`config.mk`:
```
export PLATFORM = sky130hd
export DESIGN_NAME = lstm_sequencer
export DESIGN_NICKNAME = d
export VERILOG_FILES = /design/src/rtl/lstm_accel_pkg.sv /design/src/rtl/lstm_seq_counter.sv /design/src/rtl/lstm_sequencer.sv
export SDC_FILE = /design/constraint.sdc
export NUM_CORES = 1
export LEC_CHECK = 0
export BUFFER_PORTS_ARGS = -buffer_cell sky130_fd_sc_hd__buf_2
export CAP_MARGIN = 15
export CORE_AREA = 2 2 46 48
export DETAILED_ROUTE_END_ITERATION = 8
export DIE_AREA = 0 0 48 50
export HOLD_SLACK_MARGIN = 0.05
export PLACE_DENSITY = 0.73
export SLEW_MARGIN = 20
export SYNTH_ARGS = -nofsm -noshare
export SYNTH_HDL_FRONTEND = slang
export SYNTH_SLANG_ARGS = --single-unit
```
`constraint.sdc`:
```
create_clock -name clk -period 1.9 [get_ports clk]
set_input_delay 0.19 -clock clk [delete_from_list [all_inputs] [get_ports clk]]
set_output_delay 0.19 -clock clk [all_outputs]
set_load 0.02 [all_outputs]
```
`src/rtl/lstm_accel_pkg.sv`:
```
// lstm_accel_pkg: shape constants, index/address widths and enums shared by the LSTM sequencer.
package lstm_accel_pkg;
   localparam int NO_UNITS     = 2;
   localparam int NO_FEATURES  = 3;
   localparam int NO_TIMESTEPS = 2;
   localparam int N_GATES      = 4;
   function automatic int clog2_min1(input int n);
      return n > 1 ? $clog2(n) : 1;
   endfunction
   localparam int WA = clog2_min1(NO_UNITS * N_GATES * NO_FEATURES);
   localparam int XA = clog2_min1(NO_TIMESTEPS * NO_FEATURES);
   localparam int BA = clog2_min1(NO_UNITS * N_GATES);
   localparam int UA = clog2_min1(NO_UNITS);
   localparam int TA = clog2_min1(NO_TIMESTEPS);
   localparam int GA = clog2_min1(N_GATES);
   localparam int FA = clog2_min1(NO_FEATURES);
   typedef enum logic [1:0] {GATE_I, GATE_F, GATE_G, GATE_O} gate_e;
   typedef enum logic [2:0] {
      S_IDLE      = 3'd0,
      S_ISSUE     = 3'd1,
      S_WAIT_GATE = 3'd2,
      S_CELL      = 3'd3,
      S_WAIT_CELL = 3'd4,
      S_DONE      = 3'd5
   } seq_state_e;
endpackage

```
`src/rtl/lstm_seq_counter.sv`:
```
// lstm_seq_counter: nested t/u/g/f index counters; each wraps to 0 exactly at its limit.
module lstm_seq_counter
   import lstm_accel_pkg::*;
(
   input  logic          clk,
   input  logic          rst_i,
   input  logic          clr,
   input  logic          inc_f,
   input  logic          inc_g,
   input  logic          inc_u,
   output logic [TA-1:0] t,
   output logic [UA-1:0] u,
   output logic [GA-1:0] g,
   output logic [FA-1:0] f,
   output logic          f_last,
   output logic          g_last,
   output logic          u_last,
   output logic          t_last
);
   assign f_last = f == FA'(NO_FEATURES - 1);
   assign g_last = g == GA'(N_GATES - 1);
   assign u_last = u == UA'(NO_UNITS - 1);
   assign t_last = t == TA'(NO_TIMESTEPS - 1);
   always_ff @(posedge clk or posedge rst_i) begin
      if (rst_i) begin
         {t, u, g, f} <= '0;
      end else if (clr) begin
         {t, u, g, f} <= '0;
      end else begin
         if (inc_f) f <= f_last ? '0 : f + 1'b1;
         if (inc_g) g <= g_last ? '0 : g + 1'b1;
         if (inc_u) begin
            u <= u_last ? '0 : u + 1'b1;
            if (u_last) t <= t_last ? '0 : t + 1'b1;
         end
      end
   end
endmodule

```
`src/rtl/lstm_sequencer.sv`:
```
// lstm_sequencer: FSM stepping the LSTM MAC datapath over t/u/g/f for one inference.
// Define LSTM_SEQ_PERF_CNT_EN to add saturating busy/stall performance counters.
module lstm_sequencer
   import lstm_accel_pkg::*;
(
   input  logic          clk,
   input  logic          rst_i,
   input  logic          start_i,
   input  logic          abort_i,
   input  logic          load_done_i,
   output logic          mac_valid_o,
   input  logic          mac_ready_i,
   output logic          mac_first_o,
   output logic          mac_last_o,
   output logic [WA-1:0] w_addr_o,
   output logic [XA-1:0] x_addr_o,
   output logic [BA-1:0] b_addr_o,
   input  logic          gate_res_valid_i,
   output logic          cell_upd_o,
   output logic [UA-1:0] cell_unit_o,
   input  logic          cell_done_i,
   output logic          busy_o,
   output logic          done_o,
   output logic [TA-1:0] step_t_o
`ifdef LSTM_SEQ_PERF_CNT_EN
   ,
   output logic [31:0]   perf_cycles_o,
   output logic [31:0]   perf_stall_o
`endif
);
   seq_state_e    state, state_nx;
   logic [TA-1:0] t;
   logic [UA-1:0] u;
   logic [GA-1:0] g;
   logic [FA-1:0] f;
   logic          f_last, g_last, u_last, t_last;
   logic          go, hs, gate_ev, cell_ev;
   assign go      = state == S_IDLE && start_i && load_done_i;
   assign hs      = state == S_ISSUE && mac_ready_i;
   assign gate_ev = state == S_WAIT_GATE && gate_res_valid_i;
   assign cell_ev = state == S_WAIT_CELL && cell_done_i;
   lstm_seq_counter u_cnt (
      .clk    (clk),
      .rst_i  (rst_i),
      .clr    (abort_i || go),
      .inc_f  (hs && !abort_i),
      .inc_g  (gate_ev && !abort_i),
      .inc_u  (cell_ev && !abort_i),
      .t      (t),
      .u      (u),
      .g      (g),
      .f      (f),
      .f_last (f_last),
      .g_last (g_last),
      .u_last (u_last),
      .t_last (t_last)
   );
   always_comb begin
      state_nx = state;
      unique case (state)
         S_IDLE:      state_nx = go ? S_ISSUE : S_IDLE;
         S_ISSUE:     state_nx = hs && f_last ? S_WAIT_GATE : S_ISSUE;
         S_WAIT_GATE: state_nx = gate_ev ? (g_last ? S_CELL : S_ISSUE) : S_WAIT_GATE;
         S_CELL:      state_nx = S_WAIT_CELL;
         S_WAIT_CELL: state_nx = cell_ev ? (u_last && t_last ? S_DONE : S_ISSUE) : S_WAIT_CELL;
         default:     state_nx = S_IDLE;
      endcase
      if (abort_i) state_nx = S_IDLE;
   end
   always_ff @(posedge clk or posedge rst_i) begin
      if (rst_i) state <= S_IDLE;
      else state <= state_nx;
   end
   // Addresses come straight from the counters, so they stay stable while a step is stalled.
   assign mac_valid_o = state == S_ISSUE;
   assign mac_first_o = mac_valid_o && f == '0;
   assign mac_last_o  = mac_valid_o && f_last;
   assign w_addr_o    = WA'((32'(u) * N_GATES + 32'(g)) * NO_FEATURES + 32'(f));
   assign x_addr_o    = XA'(32'(t) * NO_FEATURES + 32'(f));
   assign b_addr_o    = BA'(32'(u) * N_GATES + 32'(g));
   assign cell_upd_o  = state == S_CELL;
   assign cell_unit_o = u;
   assign busy_o      = state != S_IDLE;
   assign done_o      = state == S_DONE;
   assign step_t_o    = t;
`ifdef LSTM_SEQ_PERF_CNT_EN
   always_ff @(posedge clk or posedge rst_i) begin
      if (rst_i) begin
         perf_cycles_o <= '0;
         perf_stall_o  <= '0;
      end else if (go) begin
         perf_cycles_o <= '0;
         perf_stall_o  <= '0;
      end else begin
         if (busy_o && !(&perf_cycles_o)) perf_cycles_o <= perf_cycles_o + 1'b1;
         if (mac_valid_o && !mac_ready_i && !(&perf_stall_o)) perf_stall_o <= perf_stall_o + 1'b1;
      end
   end
`endif
endmodule

```
Yosys cells after proc, flatten, opt, wreduce, memory -nomap -nowiden. Cells that the tools add are included.

Register bits: 9. Bits of input ports: 8. Output and inout bits: 19. Logic and storage cells: 64.

Add/subtract/negate cells: 7. Multipliers: 2. Equality and inequality tests: 7. Mux-type cells: 21. Reductions and logical operators: 22.

Operator list (count): $mux 2 (9); $pmux 3 s5 (1); $logic_and 1x1->1 (12); $mux 3 (3); $mux 1 (8); $reduce_bool 2->1 (4); $eq 3x2->1 const B (2); $eq 3x3->1 const B (2); $add 5x2->5 (1); $mul 4x2->5 const B (1); $add 2x1->2 const B (2); $add 3x2->4 (1); $eq 2x2->1 const B (2); $add 3x2->3 (1); $eq 3x1->1 const B (1); $logic_not 3->1 (1); $mul 1x2->3 const B (1); $reduce_bool 3->1 (1); $add 1x1->1 const B (2); $logic_not 2->1 (1); $reduce_and 2->1 (1); $logic_not 1->1 (1); $logic_or 1x1->1 (1).

Depth between registers and ports, before layout.
Word-level depth: 6. Mapped depth: 6. Gate-level depth less buffers: 6.

Hierarchy. From an unflattened synthesis, not the netlist that was laid out.

Cell total of the unflattened synthesis: 77. Area total of the unflattened synthesis: 743.2 sq um.

Modules (own cells, without submodules): lstm_sequencer (instances 1, cells each 50, area each 444.2 sq um, sequential area each 75.1 sq um); lstm_seq_counter (instances 1, cells each 27, area each 299.0 sq um, sequential area each 150.1 sq um).

Worst setup path after synthesis. Ideal clock, no wire load.

Kind: register to output. From: register u_cnt.g[0]. To: output port w_addr_o[3]. Arrival time: 1954 ps. Required time: 1710 ps. Path slack: -244 ps. Stages on the path, launching flop included: 5. Path buffers: 0. Path through: dfrtp_1 -> fa_1 -> ha_1 -> fa_1 -> xor2_1.

Longest elaborated chain between the ends: 3.

Ends and longest elaborated chain: start: declaration (RTL line lstm_seq_counter.sv:13) `output logic [GA-1:0] g,`; start signal: assignment (RTL line lstm_seq_counter.sv:31) `if (inc_g) g <= g_last ? '0 : g + 1'b1;`; $add 3x2->4; $mul 4x2->5 (RTL line lstm_sequencer.sv:78) `assign w_addr_o = WA'((32'(u) * N_GATES + 32'(g)) * NO_FEATURES + 32'(f));`; $add 5x2->5 (RTL line lstm_sequencer.sv:78); end: declaration (RTL line lstm_sequencer.sv:15) `output logic [WA-1:0] w_addr_o,`.

No other way between the ends.

Worst setup path in the final report.
From: register u_cnt.g[1]. To: output port w_addr_o[2].

The elaborated chain is that of the path after synthesis.

==> impl_metrics.yaml <==
logic_synthesis:
  synth_mux_area_frac: 0.0697
  synth_fa_ha_area_frac: 0.206
  combinational_family_with_the_most_area_after_synthesis: "simple AND/OR/NAND/NOR gates"
  synth-async-reset-ratio: 1.00
  yosys.area_share.xor_xnor: 0.0244
  synth_fp_nets: 90
  synth_seq_cells: 9
  fraction_of_the_yosys_area_taken_by_sequential_cells: 0.314
  synthDistinctLibCells: 32
  synth_simple_gate_area_share: 0.239
  post_synth.cell_area_avg_um2: 9.97
  synth-compound-area-share: 0.101
  syn-cell-area_um2: 718
  synth.yosys.warnings: 0
  synth_cells: 72
  synth_edf_count: 0
  synth_flop_cell: "sky130_fd_sc_hd__dfrtp_1"
global_route:
  global_route.usage.met1: 0.206
  grt_most_used_layer: "met2"
  globalRouteOverflowTotal: 0
  global_route.usage.met3: 0.0440
  pin_count_of_the_biggest_net_entering_global_routing: 10
  grt_first_pass_wirelength_mm: 2.46
  antenna_found_initial: 0
  grt_pass1_vias: 536
  grt_util_all_layers: 0.144
  use_met2: 0.213
timing:
  rsz0062_at_grt: "yes"
  timing.final.crit_share: 1.17
  fmax_mhz: 448
  worst_rel_slew_slack: 0.767
  report.final.hold_viol_count: 0
  setup_ws_ps: -332
  finalSetupViolCount: 3
  count_of_final_max_slew_check_failures: 0
  worst_slew_pin_slew_ps: 350
  layout_min_cycle_time_ps: 2230
  timing.clock.skew_ps: 11.1
  fin_tns_setup_ps: -892
floorplan:
  core_region_area_mm2: 0.00190
  die-height_um: 50
  num_io_pins: 27
  horiz_die_dim_um: 48
  num_rows: 16
  floorplan.initialDensity: 0.378
  area_enclosed_by_the_die_boundary_mm2: 0.00240
power:
  post-layout-total-power_mw: 0.409
  largest_voltage_drop_on_the_vdd_net_mv: 0.300
  static-leakage-power_nw: 0.582
  power_per_cell_area_mw_per_mm2: 389
place:
  post-dp-hpwl_mm: 1.30
  gp_routability_congestion: 0.835
  port-buffer-count: 26
critical_path:
  worst_path_most_repeated_cell: "sky130_fd_sc_hd__fa_2"
  worst-path-buf-inv: 1
  worst-endpoint-required_ps: 1710
  critical_path.slowest_cell: "sky130_fd_sc_hd__fa_2"
  r2r-start: "u_cnt.g[1]"
  worst_path_dominant_cell_family: "adder cells"
  cpPeakStageDelay_ps: 570
  critPathKind: "register to output pin"
  worst_setup_path_end_kind: "output pin"
  critical_path_arrival_ps: 2040
  path_max_fanout: 2
  crit_path_start: "u_cnt.g[1]"
  series_of_cell_instances_along_the_critical_path: "fa_2 -> ha_2 -> fa_2 -> buf_6"
  cp-start-kind: "register"
clocking:
  cts.path.max_buffers: 2
  h_tree_depth: 1
  numClockSinks: 9
  clkTransAtPathRegs_ps: 70
  cts-buffers-inserted: 3
  tritoncts: "built"
  cts_root_buf: "sky130_fd_sc_hd__clkbuf_4"
  insertion_delay_ps: 270
status:
  run_status: "finished with violations"
  failed_checks: "negative setup slack"
run:
  cap_violations: 0
detailed_routing:
  vias_per_cell: 4.78
  route.vias.total: 659
  drt-wirelength-per-cell_um: 11.6
  drt_first_pass_iters: 4
  detail_route.iter0.violations: 17
  drc_errors: 0
  totalWireLength_mm: 1.60
  antenna_violating_nets_post_route: 0
cells_and_area:
  fraction_of_layout_instances_using_a_drive_strength_above_1: 0.486
  mostFrequentLayoutCells: "sky130_fd_sc_hd__buf_2, sky130_fd_sc_hd__nor2_1, sky130_fd_sc_hd__buf_4, sky130_fd_sc_hd__dfrtp_1"
  num-nets-final: 130
  area.growth.synth_to_final_pct: 46.2
  antenna_cells_inserted: 0
  mostFrequentLayoutCell: "sky130_fd_sc_hd__buf_2"
worst_hold_path:
  hp-class: "input port to register"
  hold_path.startpoint: "abort_i"
[what timing repair did]
| action | CTS | global route |
|---|---|---|
| hold buffers | 1 | 0 |
| hold endpoints to repair | 9 | 0 |
| resized for setup | 6 | 7 |
| setup buffers | 1 | 3 |
| setup endpoints to repair | 3 | 3 |
| pin swaps | 4 | 4 |
[worst register-to-register path: cells and delay by family, from the launching register on]
| family | cells | cell delay (ps) |
|---|---|---|
| and+or+nand+nor | 1 | 60 |
| muxes | 1 | 160 |
| buffers and inverters | 3 | 380 |
| DFF | 1 | 430 |
| adders and majority gates | 1 | 260 |
[power breakdown]
part | internal, mW | switching [mW] | total, mW
logic | 0.0270 | 0.0344 | 0.0614
registers | 0.194 | 0.00377 | 0.198
clock network | 0.0777 | 0.0720 | 0.150
[final cells by class]
| cell class | instances | area (µm²) |
|---|---|---|
| fillers | 166 | 852 |
| multi-input cells | 55 | 498 |
| repair buffers | 36 | 234 |
| flip-flops and latches | 9 | 228 |
| well taps | 27 | 33.8 |
| inverters | 7 | 28.8 |
| clock buffers | 3 | 22.5 |
| clock inverters | 1 | 5.00 |
[metal layers]
| metal | wire (µm) | vias to the layer above |
|---|---|---|
| met5 | 0 | - |
| li1 | - | 331 |
| met1 | 683 | 308 |
| met4 | 0 | 0 |
| met3 | 83 | 0 |
| met2 | 828 | 20 |
[sequential cells by signal, summed over array words and instances (netlist names)]
name and cells:
u_cnt.u 1, u_cnt.g 2, u_cnt.f 2, u_cnt.t 1, state 3
[cell families after synthesis]
family	after synthesis
compound gates	10
xor+xnor	2
fa+ha+maj	10
buf+inv	8
flops	9
mux	5
simple gates	28
[cell usage after synthesis, drive strengths merged (2+ instances only)]
master | number | area [µm²]
a21o | 2 | 15.0
a21oi | 3 | 15.0
and4bb | 3 | 37.5
dfrtp | 9 | 225
fa | 3 | 60.1
ha | 7 | 87.6
inv | 7 | 26.3
mux2i | 5 | 50.1
nand2 | 3 | 11.3
nor2 | 9 | 33.8
[path summary, 6_finish.rpt]
check	endpoint	slack, ps	cells after the start
max in group asynchronous	u_cnt.g[0]	1200	3
min in group asynchronous	u_cnt.t	420	3
setup reg to reg	u_cnt.g[1]	490	6
hold / removal	u_cnt.t	130	2
hold reg to reg	u_cnt.t	640	2
setup / recovery	w_addr_o[2]	-330	4
[metrics by stage]
| step | instance area, µm² | hold slack [ps] | setup WS, ps | utilization | std cells |
|---|---|---|---|---|---|
| 4_1_cts | 1000 | 123 | -415 | 0.527 | 135 |
| 6_report | 1050 | 129 | -332 | 0.552 | 138 |
| 3_3_place_gp | 938 | 167 | -92.8 | 0.493 | 129 |
| 5_1_grt | 1050 | 136 | -374 | 0.552 | 138 |
| 2_1_floorplan | 744 | 17.8 | -66.0 | - | 72 |
| 3_5_place_dp | 938 | 175 | -150 | 0.493 | 129 |
Note: power is estimated with default switching activity, not from simulation.
